File: src/rtl/booth_seq_multiplier.sv
// Sequential radix-4 Booth multiplier: 8x8 signed -> 16-bit signed, one Booth digit per cycle,
// with ready/valid handshakes on the operand and product sides.

module booth_r4_encoder (
  input  logic [2:0] triplet,
  input  logic [7:0] multiplicand,
  output logic [8:0] pp,
  output logic       sign
);
  logic [8:0] a9;
  assign a9 = {multiplicand[7], multiplicand};

  // Negative digits return the one's complement; the caller adds the +1 via sign.
  always_comb begin
    pp   = '0;
    sign = 1'b0;
    case (triplet)
      3'b001, 3'b010: pp = a9;
      3'b011:         pp = {multiplicand, 1'b0};
      3'b100: begin
        pp   = ~{multiplicand, 1'b0};
        sign = 1'b1;
      end
      3'b101, 3'b110: begin
        pp   = ~a9;
        sign = 1'b1;
      end
      default: ;
    endcase
  end
endmodule

module booth_seq_multiplier #(
  parameter int WIDTH = 8
) (
  input  logic               clk,
  input  logic               rst,
  input  logic               in_valid,
  output logic               in_ready,
  input  logic [WIDTH-1:0]   a,
  input  logic [WIDTH-1:0]   b,
  output logic               out_valid,
  input  logic               out_ready,
  output logic [2*WIDTH-1:0] product,
  output logic               busy
);
  localparam int ITER = WIDTH / 2;

  if (WIDTH != 8) begin : g_width_check
    $error("booth_seq_multiplier: only WIDTH=8 is supported by the encoder");
  end

  typedef enum logic [1:0] {IDLE, CALC, DONE} state_t;

  state_t      state_q, state_d;
  logic [7:0]  a_q, a_d, b_q, b_d;
  logic [15:0] acc_q, acc_d;
  logic [1:0]  cnt_q, cnt_d;

  logic [2:0]  triplet;
  logic [8:0]  pp;
  logic        pp_sign;
  logic [2:0]  shamt;
  logic [15:0] pp_ext, addend;

  // Triplet chosen by a mux on the iteration count so b_q stays intact.
  always_comb begin
    case (cnt_q)
      2'd0:    triplet = {b_q[1:0], 1'b0};
      2'd1:    triplet = b_q[3:1];
      2'd2:    triplet = b_q[5:3];
      default: triplet = b_q[7:5];
    endcase
  end

  booth_r4_encoder u_enc (
    .triplet      (triplet),
    .multiplicand (a_q),
    .pp           (pp),
    .sign         (pp_sign)
  );

  assign shamt  = {cnt_q, 1'b0};
  assign pp_ext = {{7{pp[8]}}, pp};
  assign addend = (pp_ext << shamt) + ({15'd0, pp_sign} << shamt);

  always_ff @(posedge clk or posedge rst) begin
    if (rst) begin
      state_q <= IDLE;
      a_q     <= '0;
      b_q     <= '0;
      acc_q   <= '0;
      cnt_q   <= '0;
    end else begin
      state_q <= state_d;
      a_q     <= a_d;
      b_q     <= b_d;
      acc_q   <= acc_d;
      cnt_q   <= cnt_d;
    end
  end

  always_comb begin
    state_d   = state_q;
    a_d       = a_q;
    b_d       = b_q;
    acc_d     = acc_q;
    cnt_d     = cnt_q;
    in_ready  = 1'b0;
    out_valid = 1'b0;
    busy      = 1'b0;
    product   = '0;
    case (state_q)
      IDLE: begin
        in_ready = 1'b1;
        if (in_valid) begin
          a_d     = a;
          b_d     = b;
          acc_d   = '0;
          cnt_d   = '0;
          state_d = CALC;
        end
      end
      CALC: begin
        busy  = 1'b1;
        acc_d = acc_q + addend;
        cnt_d = cnt_q + 2'd1;
        if (cnt_q == 2'(ITER - 1)) state_d = DONE;
      end
      DONE: begin
        busy      = 1'b1;
        out_valid = 1'b1;
        product   = acc_q;
        if (out_ready) state_d = IDLE;
      end
      default: state_d = IDLE;
    endcase
  end
endmodule

File: config.mk
export PLATFORM = sky130hd
export DESIGN_NAME = booth_seq_multiplier
export DESIGN_NICKNAME = d
export VERILOG_FILES = /design/src/rtl/booth_seq_multiplier.sv
export SDC_FILE = /design/constraint.sdc
export NUM_CORES = 1
export LEC_CHECK = 0
export ABC_AREA = 0
export CORE_ASPECT_RATIO = 1.4
export CORE_MARGIN = 2
export CORE_UTILIZATION = 40
export DETAILED_ROUTE_END_ITERATION = 8
export GPL_TIMING_DRIVEN = 0
export HOLD_SLACK_MARGIN = 0.15
export PLACE_DENSITY = 0.62
export SLEW_MARGIN = 20
export SYNTH_ARGS = -nofsm -noshare
export SYNTH_HDL_FRONTEND = slang
export SYNTH_SLANG_ARGS = --single-unit
File: constraint.sdc
create_clock -name clk -period 5 [get_ports clk]
set_clock_uncertainty 0.15 [all_clocks]
set_input_delay 1 -clock clk [delete_from_list [all_inputs] [get_ports clk]]
set_output_delay 1 -clock clk [all_outputs]
set_load 0.01 [all_outputs]
# Yosys cells after proc, flatten, opt, wreduce, memory -nomap -nowiden
# Index checks and enable logic that the tools add are counted.
[word_totals]
ff_bits = 36
out_inout_bits = 19
[op_classes]
addsub = 3
n_eq_ne = 14
shift = 2
muxes = 15
n_bitwise = 2
reduce_logical = 10
[op_table]
columns = ["cell", "n"]
rows = [
  ["9-bit case mux with 4 select lines", 1],
  ["16-bit adder", 2],
  ["16-bit two-way mux", 2],
  ["16-bit case mux with 2 select lines", 1],
  ["9-bit NOT", 2],
  ["1-bit by 3-bit << shifter with 16-bit output", 1],
  ["16-bit by 3-bit << shifter with 16-bit output", 1],
  ["3-bit equality test, second input constant", 3],
  ["3-bit case mux with 3 select lines", 1],
  ["2-bit two-way mux", 4],
  ["2-bit equality test, second input constant", 3],
  ["3-bit by 2-bit equality test with 1-bit output, second input constant", 2],
  ["2-bit inequality test, second input constant", 3],
  ["2-bit case mux with 3 select lines", 1],
  ["2-bit OR reduction", 3],
  ["2-bit by 1-bit equality test with 1-bit output, second input constant", 2],
  ["2-bit zero test", 2],
  ["1-bit two-way mux", 4],
  ["2-bit case mux with 2 select lines", 1],
  ["2-bit AND reduction", 2],
  ["3-bit by 1-bit equality test with 1-bit output, second input constant", 1],
  ["3-bit AND reduction", 1],
  ["3-bit OR reduction", 1],
  ["2-bit by 1-bit adder with 2-bit output, second input constant", 1],
  ["2-bit nonzero test", 1],
]

# Logic depth before layout (Yosys ltp)
# Gate-level depths: netlist of the first run.
[logic_depth]
word_depth = 9
depth_mapped = 21
depth_no_buf = 20

# Cells and area by module
# A second synthesis of the first run with hierarchy kept.
[unflattened]
cells_unflattened = 335
area_unflattened_um2 = 3156.8
[by_module_without_submodules]
columns = ["module", "instances", "cells_per_inst", "area_each_um2"]
rows = [
  ["booth_seq_multiplier", 1, 293, 2811.4],
  ["booth_r4_encoder", 1, 42, 345.3],
]

# Worst setup path before layout of the first run
# No wires, ideal clock.
[synth_timing]
path_kind = "register to register"
startpoint = "register cnt_q[0]"
endpoint = "register acc_q[15]"
arrival_ps = 4697
path_slack_ps = 25
stages_incl_launch_ff = 22
n_path_buf = 2
cell_sequence = "dfrtp_1 -> clkbuf_1 -> clkinv_1 -> ha_1 -> a222oi_1 -> a21oi_2 -> buf_6 -> xnor2_1 -> o221a_2 -> nor2_1 -> o21ai_0 -> fa_1 -> inv_1 -> fa_1 -> a21oi_1 -> a2bb2oi_1 -> o21ai_1 -> a31oi_1 -> o21ai_2 -> xnor2_1 -> a21oi_1 -> o22ai_1"
[synth_between]
elab_chain_len = 9
[synth_rtl]
columns = ["item", "line", "rtl"]
rows = [
  ["from (decl)", "58", "logic [1:0] cnt_q, cnt_d;"],
  ["from (signal assigned)", "99", "cnt_q <= cnt_d;"],
  ["2-bit equality test, or another cell as far along", "68", "case (cnt_q)"],
  ["3-bit case mux with 3 select lines", "68", ""],
  ["3-bit equality test, or another cell as far along", "17", "case (triplet)"],
  ["2-bit OR reduction, or another cell as far along", "--", ""],
  ["9-bit case mux with 4 select lines / 1-bit two-way mux (equally long branches)", "17", ""],
  ["16-bit by 3-bit << shifter with 16-bit output / 1-bit by 3-bit << shifter with 16-bit output (equally long branches)", "85", "assign addend = (pp_ext << shamt) + ({15'd0, pp_sign} << shamt);"],
  ["16-bit adder *", "85", ""],
  ["16-bit adder *", "126", "acc_d = acc_q + addend;"],
  ["16-bit case mux with 2 select lines *", "113", "case (state_q)"],
  ["to (signal assigned)", "92", "acc_q <= '0;"],
  ["to (signal assigned)", "98", "acc_q <= acc_d;"],
  ["to (decl)", "57", "logic [15:0] acc_q, acc_d;"],
]
# Every way passes the cells marked *; elsewhere a longest branch is shown, timed or not.
# A chain may end at the register's enable or synchronous reset.

# Worst setup path in the final report of the first run
# Ends and elaborated chain as after synthesis.

==> results.py, run 1 <==
metrics = {
    "outcome": {
        "status": "finished clean",
    },
    "die": {
        "die-area_um2": 8141,
        "die_h_um": 106.0,
        "rows": 37,
        "initial_core_util_pct": 40.87,
        "io_pins": 39,
        "design.core.area_um2": 7268,
        "dieWidth_um": 76.83,
    },
    "grt": {
        "overflow": 0,
        "grt_use_total_pct": 18.28,
        "grt_max_degree": 23,
        "grt_pass1_wl_um": 11970,
        "grt_pass1_vias": 2441,
        "antenna_found_initial": 0,
    },
    "cells_and_area": {
        "instances_no_fill": 468,
        "final_common_cell": "clkdlybuf4s50_1",
        "synthToLayoutAreaGrowth_pct": 28.14,
        "diodes": 0,
        "final_nets": 429,
        "final_cell_mix": "clkdlybuf4s50_1 (38), nand2_1 (34), dfrtp_1 (34), ha_1 (30), o21ai_0 (21)",
        "fill_cells": 694,
        "drive_gt1_share_pct": 20.49,
    },
    "sta": {
        "worst_pin_slew_ps": 803.0,
        "slew_violations": 0,
        "rsz0062_at_grt": "false",
        "finalSetupViolations": 0,
        "fin_crit_ps": 4742,
        "slew_headroom_pct": 44.93,
        "fin_crit_sh_pct": 94.84,
        "finalHoldViolations": 0,
        "max_freq_mhz": 210.9,
    },
    "route": {
        "first_iter_violations": 107,
        "antenna_left": 0,
        "vias": 2484,
        "wl_um": 7178,
        "drcViolationCount": 0,
        "via_per_inst": 5.308,
        "wl_per_cell_um": 15.34,
        "drtPass1Iterations": 4,
    },
    "run": {
        "drv_cap": 0,
    },
    "synth": {
        "synthCells": 315,
        "syn_area_per_cell_um2": 9.430,
        "yosysSeqAreaShare_pct": 30.33,
        "syn-num-nets": 373,
        "synth_edf_count": 0,
        "ys_seq_elements": 36,
        "yosysWarnings": 0,
        "synth_area_leaders": "dfrtp_1 (30%), ha_1 (14%), mux2_2 (6.8%), nand2_1 (4.3%), o21ai_0 (3.9%)",
        "post-synth-top-area-cell": "dfrtp_1",
        "synth_top_area_share_pct": 30.33,
        "synthArstFlopShare_pct": 100.0,
        "synth_top_flop_cell": "dfrtp_1",
        "synth_cell_types": 54,
        "netlist_area_um2": 2970,
    },
    "clock_tree": {
        "htreeDepth": 2,
        "clk_latency_ps": 290,
        "cts.clk_slew.worst_paths_ps": 70,
        "cts_tree": "built",
        "numCtsBuffers": 5,
        "clockBufferDepth": 2,
        "cts_root_buf": "clkbuf_8",
        "numClockSinks": 36,
    },
    "worst_setup_path": {
        "reg2reg_depth": 21,
        "path_class": "reg -> reg",
        "crit_fanout": 10,
        "cp_slowest_cell": "fa_1",
        "worstSetupEndpointType": "flip-flop",
        "crit_family": "compound AO/OA/AOI/OAI gates",
        "crit_path_cell_trace": "buf_6 -> clkinv_4 -> ha_1 -> a21oi_1 -> o2bb2ai_4 -> and2_4 -> nand2_2 -> o221a_2 -> nor2_1 -> o21ai_1 -> fa_1 -> inv_1 -> fa_2 -> a21oi_4 -> a2bb2oi_2 -> o21ai_2 -> a31oi_2 -> o21ai_2 -> xnor2_1 -> a21oi_1 -> o22ai_1",
        "timing.reg2reg.setup_slack_ps": 260,
        "r2r_start": "cnt_q[0]",
        "worstPathArrival_ps": 4810,
        "reg2reg_to": "acc_q[15]",
        "crit_path_start_kind": "flip-flop",
        "required_ps": 5070,
        "slowest_delay_ps": 510,
        "crit_buf_inv": 3,
    },
    "hold_path": {
        "holdPathEnd": "acc_q[2]",
        "holdPathStages": 1,
        "hold_start": "acc_q[2]",
        "hp-class": "reg -> reg",
    },
    "placement": {
        "numPortBuffers": 38,
        "hpwl_um": 5396,
        "gp_congestion": 0.8358,
        "dp_cells": 451,
    },
}
[synth_stat cells, types with 5 or more instances]
cell	count
dfrtp_1	36
nand2_1	34
ha_1	33
o21ai_0	23
a21oi_1	19
mux2_2	18
and2_1	15
inv_1	14
nor2_1	14
xnor2_1	10
clkbuf_1	9
xor2_1	8
a21o_1	7
mux2i_1	6
fa_1	5
[layout make-up]
class	instances	area, um2	area share (%)
buffer	10	56.30	1.479
clock buffer	6	72.57	1.907
clock inverter	1	5.005	0.1315
inverter	15	61.31	1.611
multi-input combinational	254	2103	55.26
sequential	36	903.4	23.73
tap	97	121.4	3.189
timing repair buffer	49	483.0	12.69
[cells by family (layout without fill, tap and decap cells)]
| kind of cell | count (synthesis) | in the layout | share of synthesized area [%] |
|---|---|---|---|
| AOI/OAI and AO/OA | 85 | 85 | 19.33 |
| xor gates and xnor gates | 20 | 20 | 6.403 |
| adders and majority gates | 38 | 38 | 17.27 |
| buffers and inverters | 25 | 81 | 3.412 |
| DFF | 36 | 36 | 30.33 |
| muxes | 24 | 24 | 8.846 |
| and+or+nand+nor | 87 | 87 | 14.41 |
[flip-flops by register name, indices dropped and copies added (netlist names)]
register,count
acc_q,16
a_q,8
b_q,8
cnt_q,2
state_q,2
[per-stage QoR]
| step | setup slack (ps) | setup TNS [ps] | util [%] | hold slack [ps] | area (um2) |
|---|---|---|---|---|---|
| after floorplan | 25.36 | 0 | - | 319.7 | 2970 |
| after global placement | -746.1 | -4130 | 47.77 | 339.1 | 3472 |
| after detailed placement | -797.5 | -4345 | 48.15 | 342.0 | 3500 |
| after CTS | 1.389 | 0 | 50.71 | 363.4 | 3686 |
| after global routing | 2.683 | 0 | 52.37 | 379.8 | 3806 |
| final | 258.2 | 0 | 52.37 | 363.4 | 3806 |
[layer usage]
layer  global-route usage, %  part of all wire, %
met5                       0                    0
met4                   5.455                  1.7
met3                   2.462                  3.1
met2                   32.96                   53
met1                   22.52                   42
[how the worst max path moves through the flow]
stage,from,slack [ps],cells past startpoint,endpoint
3_3_place_gp,cnt_q[0],-750,21,acc_q[15]
4_1_cts,cnt_q[0],1,21,acc_q[12]
6_report,cnt_q[0],260,21,acc_q[15]
2_1_floorplan,cnt_q[0],30,21,acc_q[15]
5_1_grt,cnt_q[1],3,21,acc_q[15]
3_5_place_dp,cnt_q[0],-800,21,acc_q[15]
[what timing repair did]
item / in CTS / in global routing
hold buffers: 0 / 0
resized for setup: 20 / 15
pin swaps: 5 / 9
setup endpoints to repair: 10 / 7
buffers inserted: 3 / 7
Power of run 1 is left out: the tool's default activity adds up to more than one toggle a clock period on the data nets, which glitch-free logic cannot reach.
==> inputs of run 2 (changes only) <==
--- a/config.mk
+++ b/config.mk
@@ -9,6 +9,7 @@
 export CORE_ASPECT_RATIO = 1.4
 export CORE_MARGIN = 2
 export CORE_UTILIZATION = 40
+export CTS_CLUSTER_SIZE = 14
 export DETAILED_ROUTE_END_ITERATION = 8
 export GPL_TIMING_DRIVEN = 0
 export HOLD_SLACK_MARGIN = 0.15
==> results of run 2 <==
Final layout, timing and power as in run 1 (identical DEF).
Power of run 2 is left out for the same reason.
==> inputs of run 3 (changes only) <==
--- a/config.mk
+++ b/config.mk
@@ -6,6 +6,7 @@
 export NUM_CORES = 1
 export LEC_CHECK = 0
 export ABC_AREA = 0
+export ABC_CLOCK_PERIOD_IN_PS = 5000
 export CORE_ASPECT_RATIO = 1.4
 export CORE_MARGIN = 2
 export CORE_UTILIZATION = 40
==> results of run 3 <==
Final layout, timing and power as in run 1 (identical DEF).
Power of run 3 is left out for the same reason.
